`config.mk`:
```
export PLATFORM = sky130hd
export DESIGN_NAME = uart_rx
export DESIGN_NICKNAME = d
export VERILOG_FILES = /design/src/rtl/uart_rx.sv
export SDC_FILE = /design/constraint.sdc
export NUM_CORES = 1
export LEC_CHECK = 0
export CORE_AREA = 2 2 60 62
export DETAILED_ROUTE_END_ITERATION = 16
export DIE_AREA = 0 0 62 64
export SYNTH_ARGS = -nofsm -noshare
export SYNTH_HDL_FRONTEND = slang
export SYNTH_SLANG_ARGS = --single-unit
```
`constraint.sdc`:
```
create_clock -name clock -period 2.2 [get_ports clock]
set_clock_uncertainty 0.05 [all_clocks]
set_input_delay 0.55 -clock clock [delete_from_list [all_inputs] [get_ports clock]]
set_output_delay 0.55 -clock clock [all_outputs]
set_load 0.1 [all_outputs]
```
`src/rtl/uart_rx.sv`:
```
// uart_rx: 8N1 UART receiver with a host-side holding register.
// Serial_in is resynchronised, start bits are qualified at mid-bit,
// data is shifted in LSB first, and each good frame is loaded into
// RCV_datareg with read_not_ready_out set until the host acknowledges.
// Optional feature macro: UART_RX_PARITY_EN adds an even-parity bit
// between the data and stop bits and the sticky Error3 flag.
module uart_rx #(
  parameter int WORD_SIZE    = 8,
  parameter int CLKS_PER_BIT = 16
) (
  input  logic                 clock,
  input  logic                 reset,
  input  logic                 Serial_in,
  input  logic                 read_not_ready_in,
  output logic [WORD_SIZE-1:0] RCV_datareg,
  output logic                 read_not_ready_out,
  output logic                 Error1,
`ifdef UART_RX_PARITY_EN
  output logic                 Error3,
`endif
  output logic                 Error2
);

  localparam int TW = $clog2(CLKS_PER_BIT);
  localparam int BW = $clog2(WORD_SIZE + 1);

  localparam logic [TW-1:0] BIT_LAST  = TW'(CLKS_PER_BIT - 1);
  localparam logic [TW-1:0] HALF_LAST = TW'(CLKS_PER_BIT / 2 - 1);
  localparam logic [BW-1:0] WORD_LAST = BW'(WORD_SIZE - 1);

  typedef enum logic [2:0] {
    S_IDLE,
    S_START,
    S_DATA,
`ifdef UART_RX_PARITY_EN
    S_PARITY,
`endif
    S_STOP
  } state_t;

  // Line synchroniser
  logic sync1_q;
  logic rx_s_q;

  // Frame engine
  state_t                 state_q;
  logic [TW-1:0]          tmr_q;
  logic [BW-1:0]          bit_cnt_q;
  logic [WORD_SIZE-1:0]   shift_q;
  logic                   armed_q;
  logic                   load_pend_q;
  logic                   ferr_pend_q;
`ifdef UART_RX_PARITY_EN
  logic                   perr_pend_q;
  logic                   parity_err_q;
`endif

  // Host-visible registers
  logic [WORD_SIZE-1:0]   data_q;
  logic                   rdy_q;
  logic                   overrun_q;
  logic                   frame_err_q;

  // Mid-bit and full-bit timing strobes
  logic half_tick;
  logic bit_tick;

  assign half_tick = (tmr_q == HALF_LAST);
  assign bit_tick  = (tmr_q == BIT_LAST);

  // Two-flop synchroniser, preset high so an idle line is never mistaken for a start bit
  always_ff @(posedge clock or posedge reset) begin
    // NOTE: sequential state always uses non-blocking assignments so every
    // flop samples the pre-edge values of the others.
    if (reset) begin
      sync1_q <= 1'b1;
      rx_s_q  <= 1'b1;
    end else begin
      sync1_q <= Serial_in;
      rx_s_q  <= sync1_q;
    end
  end

  // Receive FSM: start qualification, bit timing, shifting and frame verdicts
  always_ff @(posedge clock or posedge reset) begin
    if (reset) begin
      state_q     <= S_IDLE;
      tmr_q       <= '0;
      bit_cnt_q   <= '0;
      shift_q     <= '0;
      armed_q     <= 1'b0;
      load_pend_q <= 1'b0;
      ferr_pend_q <= 1'b0;
`ifdef UART_RX_PARITY_EN
      perr_pend_q <= 1'b0;
`endif
    end else begin
      // Verdict strobes are single-cycle pulses
      load_pend_q <= 1'b0;
      ferr_pend_q <= 1'b0;
`ifdef UART_RX_PARITY_EN
      perr_pend_q <= 1'b0;
`endif
      case (state_q)
        S_IDLE: begin
          tmr_q <= '0;
          // A line held low (break) must go high before another frame can start
          if (rx_s_q) begin
            armed_q <= 1'b1;
          end else if (armed_q) begin
            armed_q <= 1'b0;
            state_q <= S_START;
          end
        end

        S_START: begin
          if (half_tick) begin
            tmr_q     <= '0;
            bit_cnt_q <= '0;
            // Still low at mid-bit: a real start bit; otherwise a glitch
            state_q   <= rx_s_q ? S_IDLE : S_DATA;
          end else begin
            tmr_q <= tmr_q + 1'b1;
          end
        end

        S_DATA: begin
          if (bit_tick) begin
            tmr_q     <= '0;
            shift_q   <= {rx_s_q, shift_q[WORD_SIZE-1:1]};
            bit_cnt_q <= bit_cnt_q + 1'b1;
            if (bit_cnt_q == WORD_LAST) begin
`ifdef UART_RX_PARITY_EN
              state_q <= S_PARITY;
`else
              state_q <= S_STOP;
`endif
            end
          end else begin
            tmr_q <= tmr_q + 1'b1;
          end
        end

`ifdef UART_RX_PARITY_EN
        S_PARITY: begin
          if (bit_tick) begin
            tmr_q       <= '0;
            // Even parity: data bits plus parity bit must hold an even count of ones
            perr_pend_q <= (^shift_q) ^ rx_s_q;
            state_q     <= S_STOP;
          end else begin
            tmr_q <= tmr_q + 1'b1;
          end
        end
`endif

        S_STOP: begin
          if (bit_tick) begin
            tmr_q   <= '0;
            state_q <= S_IDLE;
            if (rx_s_q) load_pend_q <= 1'b1;
            else        ferr_pend_q <= 1'b1;
          end else begin
            tmr_q <= tmr_q + 1'b1;
          end
        end

        default: state_q <= S_IDLE;
      endcase
    end
  end

  // Holding register and sticky flags; a frame event in the ack cycle takes priority
  always_ff @(posedge clock or posedge reset) begin
    if (reset) begin
      data_q       <= '0;
      rdy_q        <= 1'b0;
      overrun_q    <= 1'b0;
      frame_err_q  <= 1'b0;
`ifdef UART_RX_PARITY_EN
      parity_err_q <= 1'b0;
`endif
    end else begin
      if (load_pend_q) begin
        data_q <= shift_q;
        rdy_q  <= 1'b1;
      end else if (read_not_ready_in) begin
        rdy_q <= 1'b0;
      end

      // Overrun only when an unread word is overwritten without an ack
      if (load_pend_q && rdy_q && !read_not_ready_in) overrun_q <= 1'b1;
      else if (read_not_ready_in)                     overrun_q <= 1'b0;

      if (ferr_pend_q)            frame_err_q <= 1'b1;
      else if (read_not_ready_in) frame_err_q <= 1'b0;

`ifdef UART_RX_PARITY_EN
      if (perr_pend_q)            parity_err_q <= 1'b1;
      else if (read_not_ready_in) parity_err_q <= 1'b0;
`endif
    end
  end

  assign RCV_datareg        = data_q;
  assign read_not_ready_out = rdy_q;
  assign Error1             = overrun_q;
  assign Error2             = frame_err_q;
`ifdef UART_RX_PARITY_EN
  assign Error3             = parity_err_q;
`endif

endmodule

```
==> flow_metrics.tcl <==
set metrics [dict create \
    p_sw_frac 0.341 \
    io_buffers 14 \
    syn-num-nets 121 \
    diodes 0 \
    die_h_um 64 \
    place_area_sq_mm 0.00160 \
    drc 0 \
    min_period_ns 1.90 \
    first_pass_iters 4 \
    grt_usage 0.144 \
    comb_power_share 0.233 \
    crit_type "flop to flop" \
    power_density_mw_per_mm2 888 \
    core_area_sq_mm 0.00328 \
    hold_path.class "flop to flop" \
    vias 943 \
    grt_pass1_vias 935 \
    finalMaxSlewViolations 0 \
    path_buf_inv 0 \
    cts_resized 0 \
    postRouteAntennaNets 0 \
    antenna_found_initial 0 \
    rsz0062_at_grt "false" \
    grt_overflow_total 0 \
    fin_tns_setup_ns 0 \
    netlist_instances 115 \
    status "finished, final reports clean" \
    area_growth_pct 13.6 \
    cts_setup_buffers 0 \
    pwr-share-clk 0.211 \
    finalSetupViolCount 0 \
    nNetsFinal 138 \
    relSlewSlack 0.665 \
    syn-mean-instance-area_sq_um 12.6 \
    path_cells "ha_1 -> nand3_4 -> nor3_4 -> mux2_2" \
    syn_area_sq_mm 0.00145 \
    ctsHoldBuffers 0 \
    yosys-top-cells-area "dfrtp_1 (55%), mux2_2 (13%), dfstp_2 (3.6%)" \
    hpwl_um 1560 \
    power_mw 1.47 \
    clkTransAtPathRegs_ns 0.10 \
    p_sw_uw 501 \
    internal_power_uw 966 \
    seqPwrFrac 0.556 \
    drive_gt1_frac 0.326 \
    gp_congestion 0.824 \
    grt_pass1_wl_um 4220 \
    fmax_ghz 0.526 \
    cp_data_required_time_ns 2.36 \
    fin_hold_ws_ns 0.311 \
    crit_family "simple AND/OR/NAND/NOR gates" \
    vias_per_cell 5.30 \
    post-route-period-util 0.863 \
    layout_commonest_cell "dfrtp_1" \
    cts_root_buffer "clkbuf_4" \
    cp-end-kind "flop" \
    wl_um 2300 \
    crit_fanout 10 \
    cts_tree "built" \
    grt_start_max_net_pins 35 \
    cp_slowest_cell "ha_1" \
    cts_sinks 34 \
    p_leak_nw 0.813 \
    cp.arrival_ns 2.06 \
    yosys.cell_types.count 35 \
    start_util 0.443 \
    worst_ir_drop_vdd_mv 0.389 \
    ys_warn_count 0 \
    cpPeakStageDelay_ns 0.41 \
    ys_seq_area_frac 0.587 \
    final_area_sq_mm 0.00165 \
    rows 21 \
    hold_violations 0 \
    final_cell_mix "dfrtp_1 (32), mux2_2 (17), buf_4 (13)" \
    clock_latency_ns 0.32 \
    synth-seq-cells 34 \
    worst_pin_slew_ns 0.503 \
    start_kind "flop" \
    cts_buffers 5 \
    max-cap-violations 0 \
    io_pins 15 \
    fin_util 0.503 \
    drtIter0Drc 29 \
    fill_cells 305 \
    htree_levels 2 \
    yosysTopAreaCellShare 0.551 \
    die-area_sq_mm 0.00397 \
    die_w_um 62 \
    synth_area_leader_cell "dfrtp_1" \
    clockBufferDepth 2 \
    wl_per_cell_um 12.9 \
]
cell type report:
class | count | area [sq um] | area share
well taps | 46 | 57.6 | 0.0348
clock buffers | 5 | 37.5 | 0.0227
repair buffers | 16 | 128 | 0.0773
multi-input cells | 68 | 539 | 0.327
flip-flops and latches | 34 | 853 | 0.517
clock inverters | 2 | 10.0 | 0.00606
inverters | 7 | 26.3 | 0.0159
synth_stat cells:
cell      instances
nor2_1            8
a221o_1           1
nand3_1           2
inv_2             1
nand2b_1          2
inv_1             6
a21oi_1           8
o211ai_1          1
nor2b_1           1
clkbuf_1          2
nand4b_1          1
dfrtp_1          32
a22o_1            1
a41oi_1           1
nand2_1           4
and4_1            1
nand3_4           1
ha_1              2
mux2_2           17
nor4_1            1
a211oi_1          2
buf_4             3
dfstp_2           2
or3b_2            1
o22a_1            1
and4b_1           1
xnor2_1           1
nor3_1            1
a21o_1            2
and3_1            1
a31oi_1           2
a311oi_1          2
nor3_4            1
buf_2             1
o41ai_1           1
layer usage:
metal  up-vias  routed length, um  global-route usage
met2        19               1050               0.208
met3         4                100              0.0466
met5         -                  0                   0
met1       475               1120               0.186
li1        445                  -                   -
met4         0                 39              0.0824
power by group through the flow:
stage | logic, mW | clock network, mW | registers, mW
2_1_floorplan | 0.334 | 0 | 0.770
3_3_place_gp | 0.334 | 0 | 0.817
3_5_place_dp | 0.340 | 0 | 0.826
4_1_cts | 0.344 | 0.330 | 0.814
5_1_grt | 0.392 | 0.361 | 0.838
6_report | 0.342 | 0.309 | 0.816
sequential cells by signal, summed over array words and instances (netlist names), 2 cells and up:
register     count
bit_cnt_q        4
tmr_q            4
state_q          2
shift_q          8
RCV_datareg      8
metrics by stage:
stage	cells	worst slack, ns
4_1_cts	178	0.291
3_3_place_gp	171	0.407
3_5_place_dp	171	0.308
6_report	178	0.300
5_1_grt	178	0.165
2_1_floorplan	115	0.606
logic make-up (layout without fill, tap and decap cells):
group | count (synthesis) | count (layout) | share of synthesized area
buf+inv | 13 | 30 | 0.0422
mux | 17 | 17 | 0.132
xor+xnor | 1 | 1 | 0.00603
fa+ha+maj | 2 | 2 | 0.0172
flops | 34 | 34 | 0.587
compound gates | 22 | 22 | 0.105
simple gates | 26 | 26 | 0.111
final timing paths:
check | start | endpoint | slack (ns) | depth (start not counted)
max in group asynchronous | reset | rx_s_q | 1.21 | 3
setup / recovery | tmr_q[0] | shift_q[7] | 0.30 | 4
hold reg to reg | sync1_q | rx_s_q | 0.31 | 0
min in group asynchronous | reset | RCV_datareg[3] | 0.55 | 3
hold / removal | sync1_q | rx_s_q | 0.31 | 0
setup reg to reg | tmr_q[0] | shift_q[7] | 0.30 | 4
Note: power is estimated with default switching activity, not from simulation.
